==> src/rtl/alu_pkg.sv <==
// rtl/alu_pkg.sv - shared types and constants for the ALU command queue
package alu_pkg;

  localparam logic [1:0] ADD   = 2'b00;
  localparam logic [1:0] SUB   = 2'b01;
  localparam logic [1:0] NOT_A = 2'b10;
  localparam logic [1:0] ROR_B = 2'b11;

  localparam int OPND_W = 4;
  localparam int RES_W  = 5;

  typedef struct packed {
    logic [1:0]        opcode;
    logic [OPND_W-1:0] a;
    logic [OPND_W-1:0] b;
  } cmd_t;

  typedef enum logic [1:0] {
    ST_IDLE,
    ST_EXEC,
    ST_CAPT,
    ST_RESP
  } state_t;

endpackage

==> src/rtl/alu_cmd_fifo.sv <==
// rtl/alu_cmd_fifo.sv - synchronous show-ahead FIFO with full/empty/count
module alu_cmd_fifo #(
  parameter int DEPTH = 4,
  parameter int WIDTH = 10
) (
  input  logic                     clk,
  input  logic                     i_rst_n,
  input  logic                     i_push,
  input  logic [WIDTH-1:0]         i_wdata,
  input  logic                     i_pop,
  output logic [WIDTH-1:0]         o_rdata,
  output logic                     o_full,
  output logic                     o_empty,
  output logic [$clog2(DEPTH):0]   o_count
);

  localparam int AW = $clog2(DEPTH);

  logic [WIDTH-1:0] r_mem [DEPTH];
  logic [AW:0]      r_wr_ptr;
  logic [AW:0]      r_rd_ptr;
  logic             w_push;
  logic             w_pop;

  // Extra pointer MSB separates full (MSBs differ) from empty (pointers equal).
  assign o_empty = (r_wr_ptr == r_rd_ptr);
  assign o_full  = (r_wr_ptr[AW] != r_rd_ptr[AW]) &&
                   (r_wr_ptr[AW-1:0] == r_rd_ptr[AW-1:0]);
  assign o_count = r_wr_ptr - r_rd_ptr;
  assign o_rdata = r_mem[r_rd_ptr[AW-1:0]];

  assign w_push = i_push && !o_full;
  assign w_pop  = i_pop && !o_empty;

  always_ff @(posedge clk or negedge i_rst_n) begin
    if (!i_rst_n) begin
      r_wr_ptr <= '0;
      r_rd_ptr <= '0;
    end else begin
      if (w_push) r_wr_ptr <= r_wr_ptr + 1'b1;
      if (w_pop)  r_rd_ptr <= r_rd_ptr + 1'b1;
    end
  end

  always_ff @(posedge clk) begin
    if (w_push) r_mem[r_wr_ptr[AW-1:0]] <= i_wdata;
  end

endmodule

==> src/rtl/alu_cmd_queue.sv <==
// rtl/alu_cmd_queue.sv - ALU command FIFO, sequencing FSM and response register
// Optional result checker enabled by ALU_CMD_QUEUE_CHECK_EN.
module alu_cmd_queue
  import alu_pkg::*;
#(
  parameter int DEPTH = 4
) (
  input  logic                   clk,
  input  logic                   reset,
  input  logic                   cmd_valid,
  output logic                   cmd_ready,
  input  logic [1:0]             cmd_opcode,
  input  logic [3:0]             cmd_a,
  input  logic [3:0]             cmd_b,
  output logic [1:0]             alu_opcode,
  output logic [3:0]             alu_a,
  output logic [3:0]             alu_b,
  input  logic [4:0]             alu_c,
  output logic                   rsp_valid,
  input  logic                   rsp_ready,
  output logic [4:0]             rsp_data,
  output logic [1:0]             rsp_opcode,
  output logic [$clog2(DEPTH):0] count,
  output logic                   chk_err
);

  state_t      r_state;
  logic [1:0]  r_alu_opcode;
  logic [3:0]  r_alu_a;
  logic [3:0]  r_alu_b;
  logic        r_rsp_valid;
  logic [4:0]  r_rsp_data;
  logic [1:0]  r_rsp_opcode;

  cmd_t        w_wr_cmd;
  cmd_t        w_rd_cmd;
  logic        w_full;
  logic        w_empty;
  logic        w_push;
  logic        w_pop;

  assign w_wr_cmd  = {cmd_opcode, cmd_a, cmd_b};
  assign w_push    = cmd_valid && !w_full;
  assign w_pop     = !w_empty && ((r_state == ST_IDLE) ||
                                  (r_state == ST_RESP && rsp_ready));
  assign cmd_ready = !w_full;

  alu_cmd_fifo #(
    .DEPTH (DEPTH),
    .WIDTH ($bits(cmd_t))
  ) u_fifo (
    .clk     (clk),
    .i_rst_n (reset),
    .i_push  (w_push),
    .i_wdata (w_wr_cmd),
    .i_pop   (w_pop),
    .o_rdata (w_rd_cmd),
    .o_full  (w_full),
    .o_empty (w_empty),
    .o_count (count)
  );

  always_ff @(posedge clk or negedge reset) begin
    if (!reset) begin
      r_state      <= ST_IDLE;
      r_alu_opcode <= '0;
      r_alu_a      <= '0;
      r_alu_b      <= '0;
      r_rsp_valid  <= 1'b0;
      r_rsp_data   <= '0;
      r_rsp_opcode <= '0;
    end else begin
      case (r_state)
        ST_IDLE: begin
          if (w_pop) begin
            r_alu_opcode <= w_rd_cmd.opcode;
            r_alu_a      <= w_rd_cmd.a;
            r_alu_b      <= w_rd_cmd.b;
            r_state      <= ST_EXEC;
          end
        end
        ST_EXEC: r_state <= ST_CAPT;
        ST_CAPT: begin
          r_rsp_data   <= alu_c;
          r_rsp_opcode <= r_alu_opcode;
          r_rsp_valid  <= 1'b1;
          r_state      <= ST_RESP;
        end
        ST_RESP: begin
          if (rsp_ready) begin
            r_rsp_valid <= 1'b0;
            if (w_pop) begin
              r_alu_opcode <= w_rd_cmd.opcode;
              r_alu_a      <= w_rd_cmd.a;
              r_alu_b      <= w_rd_cmd.b;
              r_state      <= ST_EXEC;
            end else begin
              r_state <= ST_IDLE;
            end
          end
        end
        default: r_state <= ST_IDLE;
      endcase
    end
  end

  assign alu_opcode = r_alu_opcode;
  assign alu_a      = r_alu_a;
  assign alu_b      = r_alu_b;
  assign rsp_valid  = r_rsp_valid;
  assign rsp_data   = r_rsp_data;
  assign rsp_opcode = r_rsp_opcode;

`ifdef ALU_CMD_QUEUE_CHECK_EN
  function automatic logic [RES_W-1:0] golden(input logic [1:0] op,
                                              input logic [OPND_W-1:0] a,
                                              input logic [OPND_W-1:0] b);
    case (op)
      ADD:     return {a[3], a} + {b[3], b};
      SUB:     return {a[3], a} - {b[3], b};
      NOT_A:   return ~{a[3], a};
      default: return {4'b0, |b};
    endcase
  endfunction

  logic r_chk_err;

  always_ff @(posedge clk or negedge reset) begin
    if (!reset) begin
      r_chk_err <= 1'b0;
    end else if (r_state == ST_CAPT &&
                 alu_c != golden(r_alu_opcode, r_alu_a, r_alu_b)) begin
      r_chk_err <= 1'b1;
    end
  end

  assign chk_err = r_chk_err;
`else
  assign chk_err = 1'b0;
`endif

endmodule

==> config.mk <==
export PLATFORM = sky130hd
export DESIGN_NAME = alu_cmd_queue
export DESIGN_NICKNAME = d
export VERILOG_FILES = /design/src/rtl/alu_pkg.sv /design/src/rtl/alu_cmd_fifo.sv /design/src/rtl/alu_cmd_queue.sv
export SDC_FILE = /design/constraint.sdc
export NUM_CORES = 1
export LEC_CHECK = 0
export CAP_MARGIN = 20
export CORE_MARGIN = 2
export CORE_UTILIZATION = 48
export DETAILED_ROUTE_END_ITERATION = 6
export GPL_TIMING_DRIVEN = 0
export PLACE_DENSITY = 0.86
export RECOVER_POWER = 25
export SKIP_CTS_REPAIR_TIMING = 1
export SYNTH_ARGS = -nofsm -noshare
export SYNTH_HDL_FRONTEND = slang
export SYNTH_SLANG_ARGS = --single-unit
==> constraint.sdc <==
create_clock -name clk -period 2.4 [get_ports clk]
set_clock_uncertainty 0.1 [all_clocks]
set_input_delay 0.48 -clock clk [delete_from_list [all_inputs] [get_ports clk]]
set_output_delay 0.48 -clock clk [all_outputs]
set_load 0.02 [all_outputs]
==> metrics.md <==
| Metric | Value |
|---|---|
| Largest net degree at the start of global routing | 18 |
| Post-synth top flop | edfxtp_1 |
| Clk_lat worst skew | 340 ps |
| CP Launch Point | u_fifo.r_rd_ptr[1] |
| Setup WS post-layout | 82.3 ps |
| Max Fclk | 431 MHz |
| Post-synth top area cell | edfxtp_1 |
| Post-route cell area | 3510 um2 |
| Reg2Reg Setup Slack | 200 ps |
| IO Port Bufs | 40 |
| Setup TNS | 0 ps |
| Netlist cell types | 29 |
| Die Y-Extent | 79.5 um |
| Tcrit/Tclk final | 96.6% |
| Post-layout minimum cycle time | 2320 ps |
| Die Width | 79.5 um |
| Cells after Synth | 151 |
| Run status | finished clean |
| VDD IR max | 0.603 mV |
| Headroom to the max-slew limit | 62.3% |
| ANT nets after route | 0 |
| Pre-CTS setup slack | -534 ps |
| Final setup viols | 0 |
| Most frequent cell after synthesis | edfxtp_1 |
| Detailed Routing Iterations Pass 1 | 5 |
| Final hold violation count | 0 |
| PwrDens | 1490 nW/um2 |
| Initial DRC Count | 90 |
| Final WL | 4870 um |
| RR Endpoint | u_fifo.r_mem[0][3] |
| Crit Path Category | flop to output pin |
| Final #Nets | 234 |
| GRT Overall Usage | 17.4% |
| Ys Warns | 0 |
| Starting Density | 49.6% |
| WL/cell | 17.4 um |
| N_diodes | 0 |
| Share of layout cells above drive strength 1 | 29.3% |
| Final Wtd Congestion | 0.837 |
| Top cells by count, synth | edfxtp_1 (40), dfrtp_1 (26), mux2_2 (18) |
| Filler Cells Inserted | 366 |
| GRT overflow | 0 |
| Clock-pin slew on the worst setup and hold paths | 70 ps |
| FP Rows | 27 |
| Drt via density | 5.07 |
| Pleak | 1.36 nW |
| Mean area per synthesized cell | 18.1 um2 |
| Critical-path maximum fanout | 10 |
| Full die area | 6320 um2 |
| Clock Path Buffers | 2 |
| Core area | 5510 um2 |
| Max Cap Viol | 0 |
| Mapped Nets | 182 |
| Crit path arrival time | 1740 ps |
| Reg-to-reg startpoint | u_fifo.r_rd_ptr[1] |
| TritonCTS Buffers | 9 |
| Dpl cell area | 3250 um2 |
| Hold crit path type | input port to asynchronous set/reset pin |
| Max Slew Vio Count | 0 |
| Ys async rst share | 39.4% |
| CP Capture Type | output pin |
| Num ports | 42 |
| First-pass GRT wire length | 7890 um |
| Req. time, crit path | 1820 ps |
| Slew of the pin with the lowest slew margin | 564 ps |
| Area Overhead vs Synth | 28.3% |
| DPL Wire Length | 3240 um |
| Area contributors post-synth | edfxtp_1 (44%), dfrtp_1 (24%), mux4_2 (8.2%) |
| Clock tree root driver cell | clkbuf_8 |
| DR vias | 1420 |
| Sink Count | 66 |
| EDFF count, synth | 40 |
| Sequential fraction of the synthesis area | 67.7% |
| Initial antenna violation count | 0 |
| Synth Register Bits | 66 |
| CTS tree | yes |
| DRC Markers | 0 |
| Type of element launching the critical path | flop |
| H-tree Lvls | 3 |
| R2R depth | 5 |
| Synth top area share | 43.9% |
| Number of global-route vias before repair | 1573 |
| Synthesized area | 2730 um2 |
worst max-delay path, cell delays in order, from the launching register on:
cell and delay, ps:
dfrtp_2 410, buf_4 210, inv_1 80, ha_1 360, nand3_1 100, dlymetal6s2s_1 230
kinds of logic after synthesis:
| family | count (synthesis) | share of synthesized area (%) |
|---|---|---|
| XOR/XNOR | 7 | 2.52 |
| other | 1 | 0.137 |
| buffers and inverters | 14 | 2.11 |
| flip-flops | 66 | 67.7 |
| multiplexers | 29 | 16.0 |
| adder cells (fa/ha/maj) | 12 | 5.77 |
| AO/OA/AOI/OAI | 11 | 2.93 |
| AND/OR/NAND/NOR | 11 | 2.79 |
registers in the layout, summed over array words and instances (netlist names):
register         flops
u_fifo.r_mem        40
rsp_data             5
alu_a                4
alu_b                4
u_fifo.r_rd_ptr      3
u_fifo.r_wr_ptr      3
alu_opcode           2
r_state              2
rsp_opcode           2
rsp_valid            1
power breakdown:
part,switching [W],internal (W)
combinational,0.00115,0.00112
clock,0.000420,0.000689
sequential,0.000215,0.00162
how the worst max path moves through the flow:
stage | endpoint | slack [ps] | cells after the start
floorplan | u_fifo.r_mem[3][0] | 40 | 5
CTS | cmd_ready | -700 | 5
finish | cmd_ready | 80 | 5
global route | cmd_ready | -7 | 5
global placement | u_fifo.r_mem[3][7] | -470 | 5
detailed placement | u_fifo.r_mem[0][7] | -530 | 5
cell usage in the layout, fill, tap and decap left out, drive strengths merged:
cell type / synthesis / routed
a21oi: 2 / 2
a2bb2oi: 2 / 2
a31oi: 2 / 2
a41oi: 1 / 1
and2: 4 / 4
and3: 1 / 1
buf: 2 / 5
bufinv: 0 / 3
clkbuf: 2 / 11
clkdlybuf4s50: 0 / 26
clkinv: 0 / 4
conb: 1 / 1
dfrtp: 26 / 26
dlygate4sd3: 0 / 10
dlymetal6s2s: 0 / 2
edfxtp: 40 / 40
fa: 1 / 1
ha: 11 / 11
inv: 10 / 10
mux2: 18 / 18
mux2i: 1 / 1
mux4: 10 / 10
nand2: 3 / 3
nand3: 1 / 1
nor2: 2 / 2
o21ai: 2 / 2
o221ai: 1 / 1
o22ai: 1 / 1
xnor2: 4 / 4
xor2: 3 / 3
layer usage:
layer / track usage (%) / part of all wire [%]
met5: 0 / 0
met4: 9.31 / 2.1
met3: 4.19 / 2.3
met2: 30.0 / 55
met1: 20.1 / 40
through the flow:
step           std cells  total power [W]  hold WS [ps]  utilization, %
2_1_floorplan        151          0.00332          84.4               -
3_3_place_gp         263          0.00405           390            58.6
3_5_place_dp         264          0.00415           397            59.1
4_1_cts              280          0.00528           397            63.4
5_1_grt              280          0.00550           432            63.7
6_report             280          0.00521           395            63.7
area by class of cell:
cell class / instances / area, um2 / share of cell area (%)
multi-input combinational: 71 / 836 / 23.8
tap: 72 / 90.1 / 2.57
sequential: 66 / 1850 / 52.8
inverter: 10 / 37.5 / 1.07
clock inverter: 7 / 118 / 3.35
timing repair buffer: 41 / 425 / 12.1
buffer: 4 / 23.8 / 0.678
clock buffer: 9 / 124 / 3.53
Power figures use the tool's default switching activity.
